**src/rtl/modn_cnt_pkg.sv**
```systemverilog
// Shared constants and the modulus legality helper for the modulo-N up/down counter.
// Consumers: modn_cnt_next, modn_updn_cnt (optional down path via MODN_CNT_DOWN_EN).
package modn_cnt_pkg;

    localparam int DEF_WIDTH = 4;
    localparam int DEF_MOD   = 12;

    localparam logic CNT_UP = 1'b1;
    localparam logic CNT_DN = 1'b0;

    // The width cap keeps the 1 << width term inside a 32-bit int.
    function automatic bit mod_legal(input int width, input int modulus);
        return (width >= 1) && (width <= 30) &&
               (modulus >= 2) && (modulus <= (1 << width));
    endfunction

endpackage

```
**src/rtl/modn_cnt_next.sv**
```systemverilog
// Combinational next-count, wrap and terminal-count logic for one counter digit.
// The down-count path is built only when MODN_CNT_DOWN_EN is defined.
module modn_cnt_next
    import modn_cnt_pkg::*;
#(
    parameter int WIDTH = DEF_WIDTH,
    parameter int MOD   = DEF_MOD
) (
    input  logic [WIDTH-1:0] cnt,
    input  logic             en,
    input  logic             up_dn,
    output logic [WIDTH-1:0] nxt,
    output logic             wrap_nxt,
    output logic             tc
);

    localparam logic [WIDTH-1:0] MAX_V = WIDTH'(MOD - 1);

    logic dir;
    logic at_max;

    assign at_max = (cnt == MAX_V);

`ifdef MODN_CNT_DOWN_EN
    logic at_zero;

    assign dir     = up_dn;
    assign at_zero = (cnt == '0);
    assign tc      = en && (((dir == CNT_UP) && at_max) || ((dir == CNT_DN) && at_zero));
`else
    // Without the down path the direction input has no load; keep it visibly consumed.
    logic unused_up_dn;

    assign unused_up_dn = up_dn;
    assign dir          = CNT_UP;
    assign tc           = en && at_max;
`endif

    // NOTE: every output of an always_comb gets a default first, so no path can infer a latch.
    always_comb begin
        nxt      = cnt;
        wrap_nxt = 1'b0;
        if (en) begin
            if (dir == CNT_UP) begin
                nxt      = at_max ? '0 : cnt + WIDTH'(1);
                wrap_nxt = at_max;
            end
`ifdef MODN_CNT_DOWN_EN
            else begin
                nxt      = at_zero ? MAX_V : cnt - WIDTH'(1);
                wrap_nxt = at_zero;
            end
`endif
        end
    end

endmodule

```
**src/rtl/modn_updn_cnt.sv**
```systemverilog
// Loadable modulo-MOD up/down counter with illegal-state recovery and cascade tc.
// Define MODN_CNT_DOWN_EN to build the down-count path; otherwise up_dn is ignored.
module modn_updn_cnt
    import modn_cnt_pkg::*;
#(
    parameter int WIDTH = DEF_WIDTH,
    parameter int MOD   = DEF_MOD
) (
    input  logic             clk,
    input  logic             rst,
    input  logic             load,
    input  logic [WIDTH-1:0] in,
    input  logic             en,
    input  logic             up_dn,
    output logic [WIDTH-1:0] out,
    output logic             tc,
    output logic             wrap,
    output logic             load_err
);

    generate
        if (!mod_legal(WIDTH, MOD)) begin : g_bad_mod
            $error("modn_updn_cnt: MOD=%0d is not legal for WIDTH=%0d", MOD, WIDTH);
        end
    endgenerate

    // One extra bit so MOD == 2**WIDTH is representable in the range compares.
    localparam logic [WIDTH:0] MOD_X = (WIDTH + 1)'(MOD);

    logic             out_legal;
    logic             in_legal;
    logic [WIDTH-1:0] cnt_nxt;
    logic             wrap_nxt;
    logic             tc_raw;

    assign out_legal = ({1'b0, out} < MOD_X);
    assign in_legal  = ({1'b0, in} < MOD_X);

    modn_cnt_next #(
        .WIDTH (WIDTH),
        .MOD   (MOD)
    ) u_next (
        .cnt      (out),
        .en       (en),
        .up_dn    (up_dn),
        .nxt      (cnt_nxt),
        .wrap_nxt (wrap_nxt),
        .tc       (tc_raw)
    );

    // A pending load suppresses the carry so the next stage does not step alongside it.
    assign tc = tc_raw && !load && out_legal;

    // NOTE: sequential state uses non-blocking assignments so every register samples pre-edge values.
    always_ff @(posedge clk) begin
        if (rst) begin
            out      <= '0;
            wrap     <= 1'b0;
            load_err <= 1'b0;
        end else if (!out_legal) begin
            out      <= '0;
            wrap     <= 1'b0;
            load_err <= 1'b0;
        end else if (load) begin
            out      <= in_legal ? in : '0;
            wrap     <= 1'b0;
            load_err <= !in_legal;
        end else begin
            out      <= cnt_nxt;
            wrap     <= wrap_nxt;
            load_err <= 1'b0;
        end
    end

endmodule

```
**config.mk**
```make
export PLATFORM = sky130hd
export DESIGN_NAME = modn_updn_cnt
export DESIGN_NICKNAME = d
export VERILOG_FILES = /design/src/rtl/modn_cnt_pkg.sv /design/src/rtl/modn_cnt_next.sv /design/src/rtl/modn_updn_cnt.sv
export SDC_FILE = /design/constraint.sdc
export NUM_CORES = 1
export LEC_CHECK = 0
export CAP_MARGIN = 20
export CORE_AREA = 10 10 47 49
export DETAILED_ROUTE_END_ITERATION = 8
export DIE_AREA = 0 0 57 59
export PLACE_DENSITY = 0.67
export SLEW_MARGIN = 20
export SYNTH_ARGS = -nofsm -noshare
export SYNTH_HDL_FRONTEND = slang
export SYNTH_HIERARCHICAL = 1
export SYNTH_SLANG_ARGS = --single-unit
```
**constraint.sdc**
```tcl
create_clock -name clk -period 3.7 [get_ports clk]
set_input_delay 0.37 -clock clk [delete_from_list [all_inputs] [get_ports clk]]
set_output_delay 0.37 -clock clk [all_outputs]
set_load 0.03 [all_outputs]
```
======== Yosys cells after proc, flatten, opt, wreduce, memory -nomap -nowiden ========
Cells that the tools add are included.
cells by class
  add/sub/neg operators ................... 1
  magnitude comparators ................... 2
  equality and inequality tests ........... 1
  mux-type cells .......................... 4
  bitwise logic cells ..................... 3
  reduce and logical (&&, ||, !) cells .... 9
operators with widths
  operator             number
  $mux 4               4
  $lt 4x4->1 const B   2
  $add 4x1->4 const B  1
  $eq 4x4->1 const B   1
  $reduce_or 4->1      1
  $logic_and 1x1->1    3
  $not 1->1            3
  $reduce_or 3->1      1
  $logic_not 1->1      2
  $reduce_bool 2->1    1
  $reduce_or 2->1      1
storage, ports and cells
  register bits after elaboration ......... 6
  bits of input ports ..................... 9
  word-level logic and storage cells ...... 23

======== Depth between registers and ports, before layout ========
Gate-level depths: netlist (run 1).
  depth in word-level cells ............... 4
  mapped depth ............................ 6

======== Cells and area by module ========
Netlist (run 1), hierarchy kept.
by module, submodules not included
  module         times used  cells each  area each (µm²)  seq. area each (µm²)
  modn_updn_cnt  1           26          245.2            120.1
  modn_cnt_next  1           16          117.6            0.0

======== Worst setup path before layout (run 1) ========
OpenSTA, ideal clock, no wires.
  path kind ............................... register to output
  from .................................... reg out[1]
  to ...................................... out tc
  arrival time ............................ 1894 ps
  setup slack ............................. 1436 ps
  stages on the path, launching flop included .. 6
  path buffers ............................ 0
  cell sequence ........................... dfxtp_1 > ha_1 > nand2_1 > nor3b_1 > inv_1 > a211oi_1
on the way
  cells in the longest elaborated chain, start to end .. 4
  elaborated cells between the ends (all ways) .. 5
RTL lines
  element                          line                 text
  start, declared                  modn_updn_cnt.sv:15  output logic [WIDTH-1:0] out,
  start signal, assigned           modn_updn_cnt.sv:65  out <= in_legal ? in : '0;
  start signal, assigned           modn_updn_cnt.sv:69  out <= cnt_nxt;
  $eq 4x4->1                       modn_cnt_next.sv:22  assign at_max = (cnt == MAX_V);
  $logic_and 1x1->1                modn_cnt_next.sv:36  assign tc = en && at_max;
  named net tc_raw                 modn_updn_cnt.sv:34  logic tc_raw;
  $logic_and 1x1->1 (2 in series)  modn_updn_cnt.sv:52  assign tc = tc_raw && !load && out_legal;
  end, declared                    modn_updn_cnt.sv:16  output logic tc,
The timed path passes the listed nets, and every way through them passes these cells.

======== Final worst setup path (run 1) ========
  from .................................... in en
  to ...................................... out tc
on the way
  cells in the longest elaborated chain, start to end .. 3
RTL lines
  element                          line                 text
  start, declared                  modn_updn_cnt.sv:13  input logic en,
  $logic_and 1x1->1                modn_cnt_next.sv:36
  named net tc_raw                 modn_updn_cnt.sv:34
  $logic_and 1x1->1 (2 in series)  modn_updn_cnt.sv:52
The timed path passes the listed nets, and every way through them passes these cells.

==> results.sh, run 1 <==
export IMPL_status="finished, final reports clean"
export IMPL_max_freq_ghz=0.3838
export IMPL_cts_tree="built"
export IMPL_cts_buffers=3
export IMPL_tns_ns=0
export IMPL_r2r_start="out[0]$_SDFF_PP0_"
export IMPL_cpLargestDelayFamily="buffers and inverters"
export IMPL_clkTransAtPathRegs_ns=0.04
export IMPL_die_x_um=57
export IMPL_place_gp_congestion=0.7055
export IMPL_insertion_delay_ns=0.24
export IMPL_yosysTopAreaCell="dfxtp_1"
export IMPL_antennaDiodeCount=0
export IMPL_track_usage_pct=4.883
export IMPL_cts_setup_buffers=0
export IMPL_area_growth_pct=45.17
export IMPL_nFillCells=151
export IMPL_antenna_found_initial=0
export IMPL_instances_no_fill=73
export IMPL_synth_seq_cells=6
export IMPL_drc=0
export IMPL_path_class="in -> out"
export IMPL_powerDensity_nw_per_um2=312.8
export IMPL_die_y_um=59
export IMPL_initialDrtViolationCount=3
export IMPL_total_power_uw=164.8
export IMPL_hold_viol=0
export IMPL_power_switching_uw=42.13
export IMPL_cp_end_kind="primary output"
export IMPL_finalClockSkew_ns=0.004937
export IMPL_min_period_ns=2.605
export IMPL_core_um2=1401
export IMPL_clock_sinks=6
export IMPL_crit_slowest_cell="clkdlybuf4s50_1"
export IMPL_synth_area_leaders="dfxtp_1, nand2b_1, nand3_1, nand3b_1, a21oi_1"
export IMPL_ioPinCount=16
export IMPL_die_area_um2=3363
export IMPL_hold_class="reg -> reg"
export IMPL_final_cell_mix="clkdlybuf4s50_1, dfxtp_1, nand3_1"
export IMPL_rr_worst_depth=5
export IMPL_combPwrFrac_pct=20.6
export IMPL_final_common_cell="clkdlybuf4s50_1"
export IMPL_crit_path_frequent_cell="clkdlybuf4s50_1"
export IMPL_synthesis_nets=52
export IMPL_vias=334
export IMPL_synth_top_area_share_pct=33.10
export IMPL_dp_hpwl_um=634.3
export IMPL_maxSlewViolCount=0
export IMPL_vdd_drop_max_uv=185.4
export IMPL_crit_start="en"
export IMPL_grt_start_max_net_pins=12
export IMPL_hold_start="out[0]$_SDFF_PP0_"
export IMPL_drv_cap=0
export IMPL_yosysSeqAreaShare_pct=33.10
export IMPL_final_core_utilization_pct=37.59
export IMPL_cp_max_fo=6
export IMPL_via_per_inst=4.575
export IMPL_tightestPinTransition_ns=0.3464
export IMPL_wl_per_cell_um=10.67
export IMPL_finalSetupViolations=0
export IMPL_rows=14
export IMPL_firstDrtPassIters=2
export IMPL_rsz0062_at_grt="no"
export IMPL_port_buffers=14
export IMPL_crit_cells=6
export IMPL_power_leakage_nw=0.1933
export IMPL_synthCells=42
export IMPL_hold_ws_ns=0.6801
export IMPL_crit_path_start_kind="input pin"
export IMPL_max_slew_margin_rel_pct=76.83
export IMPL_final_nets=69
export IMPL_grt_pass1_wl_um=1352
export IMPL_min_path_cells=4
export IMPL_cts_max_path_buffers=2
export IMPL_overflow=0
export IMPL_finalCritPeriodShare_pct=70.42
export IMPL_worstPathRequired_ns=3.33
export IMPL_max_stage_delay_ns=0.71
export IMPL_ant_nets=0
export IMPL_grt_pass1_vias=345
export IMPL_yosys_warnings=6
export IMPL_clockRootBuffer="clkbuf_4"
export IMPL_path_cells="clkdlybuf4s50_1 -> nand2_1 -> nor3b_1 -> inv_1 -> a211oi_1 -> clkdlybuf4s50_1"
export IMPL_worstPathArrival_ns=2.24
export IMPL_drive_gt1_share_pct=12.28
export IMPL_cp_num_buf_inv=3
export IMPL_cts_hold_buffers=0
export IMPL_seq_power_share_pct=43.3
export IMPL_syn_cell_area_um2=362.8
export IMPL_synthDistinctLibCells=21
export IMPL_start_util_pct=25.89
export IMPL_swShare_pct=25.57
export IMPL_avgSynthCellArea_um2=8.639
export IMPL_htreeDepth=1
export IMPL_routed_wl_um=779
export IMPL_cts_resized_gates=0
export IMPL_dp_cells=70
export IMPL_clock_power_share_pct=36.1
export IMPL_internal_power_uw=122.6
==> worst register-to-register path: stages (launching register included) <==
cell      delay [ns]
dfxtp_1         0.39
ha_1            0.21
nand2_1         0.10
mux2_4          0.31
nand2b_1        0.07
a21oi_1         0.06
==> per-layer routing <==
layer	wire, um	track usage (%)	share of wire, %
met5	0	0	0
met2	352	8.062	45
met4	16	4.027	2.1
met3	42	1.717	5.4
met1	368	4.869	47
==> stage by stage <==
stage | setup WS (ns) | instance area (um^2)
floorplan | 1.436 | 362.8
global placement | 1.070 | 504.2
detailed placement | 1.071 | 504.2
CTS | 1.072 | 526.8
global route | 0.8817 | 526.8
finish | 1.095 | 526.8
==> registers in the layout, indices dropped and copies added (netlist names) <==
signal    flops
wrap          1
load_err      1
out           4
==> area by class of cell <==
class / instances / area [um^2] / area share (%)
Clock buffer: 3 / 22.52 / 4.276
Inverter: 2 / 7.507 / 1.425
Multi-Input combinational cell: 32 / 216.5 / 41.09
Sequential cell: 6 / 120.1 / 22.80
Tap cell: 16 / 20.02 / 3.800
Timing Repair Buffer: 14 / 140.1 / 26.60
==> synth_stat cells (all sizes together) <==
library cell  instances
mux2                  2
a21bo                 1
a21oi                 4
nand3b                3
inv                   2
nor3b                 2
a22o                  1
a21o                  1
nand2b                4
nand2                 2
a211oi                1
ha                    1
buf                   2
dfxtp                 6
o21ai                 3
nor2                  2
nand3                 5
==> path summary, 6_finish.rpt <==
path	to	slack, ns
worst max-delay path	tc	1.09
worst min-delay path	out[0]$_SDFF_PP0_	0.68
worst max register to register	out[2]$_SDFF_PP0_	2.44
worst min register to register	out[0]$_SDFF_PP0_	0.68
==> cell families after synthesis <==
logic type / Yosys count / synth area share [%]
fa+ha+maj: 1 / 3.448
compound gates: 11 / 19.31
mux: 2 / 7.240
buf+inv: 4 / 7.243
flops: 6 / 33.10
simple gates: 18 / 29.65
==> power by group through the flow <==
| stage | registers (mW) | logic (mW) | clock network [mW] |
|---|---|---|---|
| after floorplan | 0.0772 | 0.0139 | 0 |
| after global placement | 0.0723 | 0.0338 | 0 |
| after CTS | 0.0713 | 0.0342 | 0.0619 |
| final | 0.0714 | 0.0339 | 0.0595 |
| after global routing | 0.0718 | 0.0374 | 0.0666 |
| after detailed placement | 0.0725 | 0.0341 | 0 |
(Power assumes the default switching activity.)
==> run 2, diff against run 1 <==
- clock period: 3.7 -> 2.4 ns (I/O delays scaled with it)
==> run 2 against run 1 <==
Net effect: combinational power increased by 61%; critical path type is now reg -> out; clock power increased by 51%; flip-flop and latch count unchanged.
==> results.sh, run 2 (synthesis results as in run 1) <==
export IMPL_status="finished, final reports clean"
export IMPL_dp_hpwl_um=661.7
export IMPL_rows=14
export IMPL_seq_power_share_pct=43.2
export IMPL_hold_class="in -> reg"
export IMPL_crit_slowest_cell="dlygate4sd2_1"
export IMPL_worstPathArrival_ns=1.86
export IMPL_finalSetupViolations=0
export IMPL_vdd_drop_max_uv=201.0
export IMPL_place_gp_congestion=0.6837
export IMPL_insertion_delay_ns=0.24
export IMPL_firstDrtPassIters=2
export IMPL_reg2reg_slack_ns=1.15
export IMPL_max_freq_ghz=0.4759
export IMPL_grt_start_max_net_pins=11
export IMPL_internal_power_uw=191.0
export IMPL_maxSlewViolCount=0
export IMPL_nFillCells=152
export IMPL_largest_register="out"
export IMPL_max_stage_delay_ns=0.43
export IMPL_cts_buffers=3
export IMPL_finalCritPeriodShare_pct=87.55
export IMPL_combPwrFrac_pct=21.5
export IMPL_wl_per_cell_um=10.40
export IMPL_cp_max_fo=5
export IMPL_antenna_found_initial=0
export IMPL_clock_power_share_pct=35.3
export IMPL_hold_viol=0
export IMPL_rsz0062_at_grt="no"
export IMPL_start_util_pct=25.89
export IMPL_hold_start="in[1]"
export IMPL_clock_sinks=6
export IMPL_min_to="out[1]$_SDFF_PP0_"
export IMPL_hold_ws_ns=0.5691
export IMPL_path_class="reg -> out"
export IMPL_die_x_um=57
export IMPL_ioPinCount=16
export IMPL_rr_worst_depth=5
export IMPL_final_nets=71
export IMPL_path_cells="ha_1 -> nand2_1 -> nor3b_1 -> inv_1 -> a211oi_1 -> dlygate4sd2_1"
export IMPL_min_period_ns=2.101
export IMPL_cts_tree="built"
export IMPL_r2r_start="out[1]$_SDFF_PP0_"
export IMPL_ant_nets=0
export IMPL_overflow=0
export IMPL_powerDensity_nw_per_um2=469.9
export IMPL_worstPathRequired_ns=2.16
export IMPL_antennaDiodeCount=0
export IMPL_port_buffers=14
export IMPL_grt_pass1_wl_um=1421
export IMPL_reg2reg_to="out[2]$_SDFF_PP0_"
export IMPL_placed_area_um2=519.2
export IMPL_core_um2=1401
export IMPL_power_leakage_nw=0.2078
export IMPL_final_common_cell="clkdlybuf4s50_1"
export IMPL_largest_register_ffs=4
export IMPL_cts_hold_buffers=0
export IMPL_swShare_pct=24.80
export IMPL_cp_end_kind="primary output"
export IMPL_crit_path_start_kind="flip-flop"
export IMPL_min_path_cells=3
export IMPL_cts_setup_buffers=0
export IMPL_final_area_um2=540.5
export IMPL_drive_gt1_share_pct=15.25
export IMPL_die_y_um=59
export IMPL_initialDrtViolationCount=2
export IMPL_cts_max_path_buffers=2
export IMPL_max_slew_margin_rel_pct=79.00
export IMPL_clockRootBuffer="clkbuf_4"
export IMPL_final_cell_mix="clkdlybuf4s50_1, dfxtp_1, nand3_1"
export IMPL_grt_pass1_vias=347
export IMPL_worst_slack_ns=0.2988
export IMPL_power_switching_uw=62.98
export IMPL_htreeDepth=1
export IMPL_via_per_inst=4.613
export IMPL_clkTransAtPathRegs_ns=0.04
export IMPL_finalClockSkew_ns=0.004324
export IMPL_drv_cap=0
export IMPL_tightestPinTransition_ns=0.3139
export IMPL_drc=0
export IMPL_reg_top3="out (4), load_err (1), wrap (1)"
export IMPL_post_place_ws_ns=0.09662
export IMPL_area_growth_pct=48.97
export IMPL_track_usage_pct=5.402
export IMPL_routed_wl_um=780
export IMPL_vias=346
export IMPL_die_area_um2=3363
export IMPL_tns_ns=0
[run 2: changes by cell type in the layout (fill, tap and decap cells not counted)]
| cell | delta |
|---|---|
| dlygate4sd2_1 | +1 |
| clkdlybuf4s50_1 | -1 |
| buf_4 | +2 |
[run 2: timing repair]
action,4_1_cts,5_1_grt
gates resized for setup,1,0
setup endpoints to repair,1,0
endpoints found under the hold margin,0,0
[run 2: worst max-delay path by stage]
stage	startpoint	to	slack (ns)
after floorplan	out[1]$_SDFF_PP0_	tc	0.27
after global placement	en	tc	0.13
after detailed placement	en	tc	0.1
after CTS	out[1]$_SDFF_PP0_	tc	0.26
after global routing	out[1]$_SDFF_PP0_	tc	0.06
final	out[1]$_SDFF_PP0_	tc	0.30
[run 2: metal layers]
metal  track usage [%]  part of all wire (%)
met1             5.582                    48
met2             8.062                    44
met3             1.717                   3.3
met4             6.040                   4.6
met5                 0                     0
[run 2: area by class of cell]
cell class	count	area (um^2)	share of cell area [%]
Inverter	2	7.507	1.389
Clock buffer	3	22.52	4.167
Timing Repair Buffer	16	153.9	28.47
Multi-Input combinational cell	32	216.5	40.05
Tap cell	16	20.02	3.704
Sequential cell	6	120.1	22.22
[run 2: power by group through the flow]
stage                     registers (mW)  logic [mW]  clock network [mW]
after floorplan                    0.119      0.0214                   0
after global placement             0.111      0.0548                   0
after detailed placement           0.112      0.0551                   0
after CTS                          0.110      0.0553              0.0954
after global routing               0.111      0.0605               0.106
final                              0.110      0.0546              0.0896
[run 2: worst max-delay path: cells and delay by family, from the launching register on]
kind,cells,cell delay [ns]
and+or+nand+nor,2,0.37
buffers and inverters,2,0.50
adders and majority gates,1,0.21
DFF,1,0.38
AOI/OAI and AO/OA,1,0.16
[run 2: per-stage QoR]
| step | std cells | util [%] | power [mW] |
|---|---|---|---|
| after floorplan | 42 | - | 0.1405 |
| after global placement | 72 | 37.05 | 0.1663 |
| after detailed placement | 72 | 37.05 | 0.1667 |
| after CTS | 75 | 38.57 | 0.2605 |
| after global routing | 75 | 38.57 | 0.2768 |
| final | 75 | 38.57 | 0.2540 |
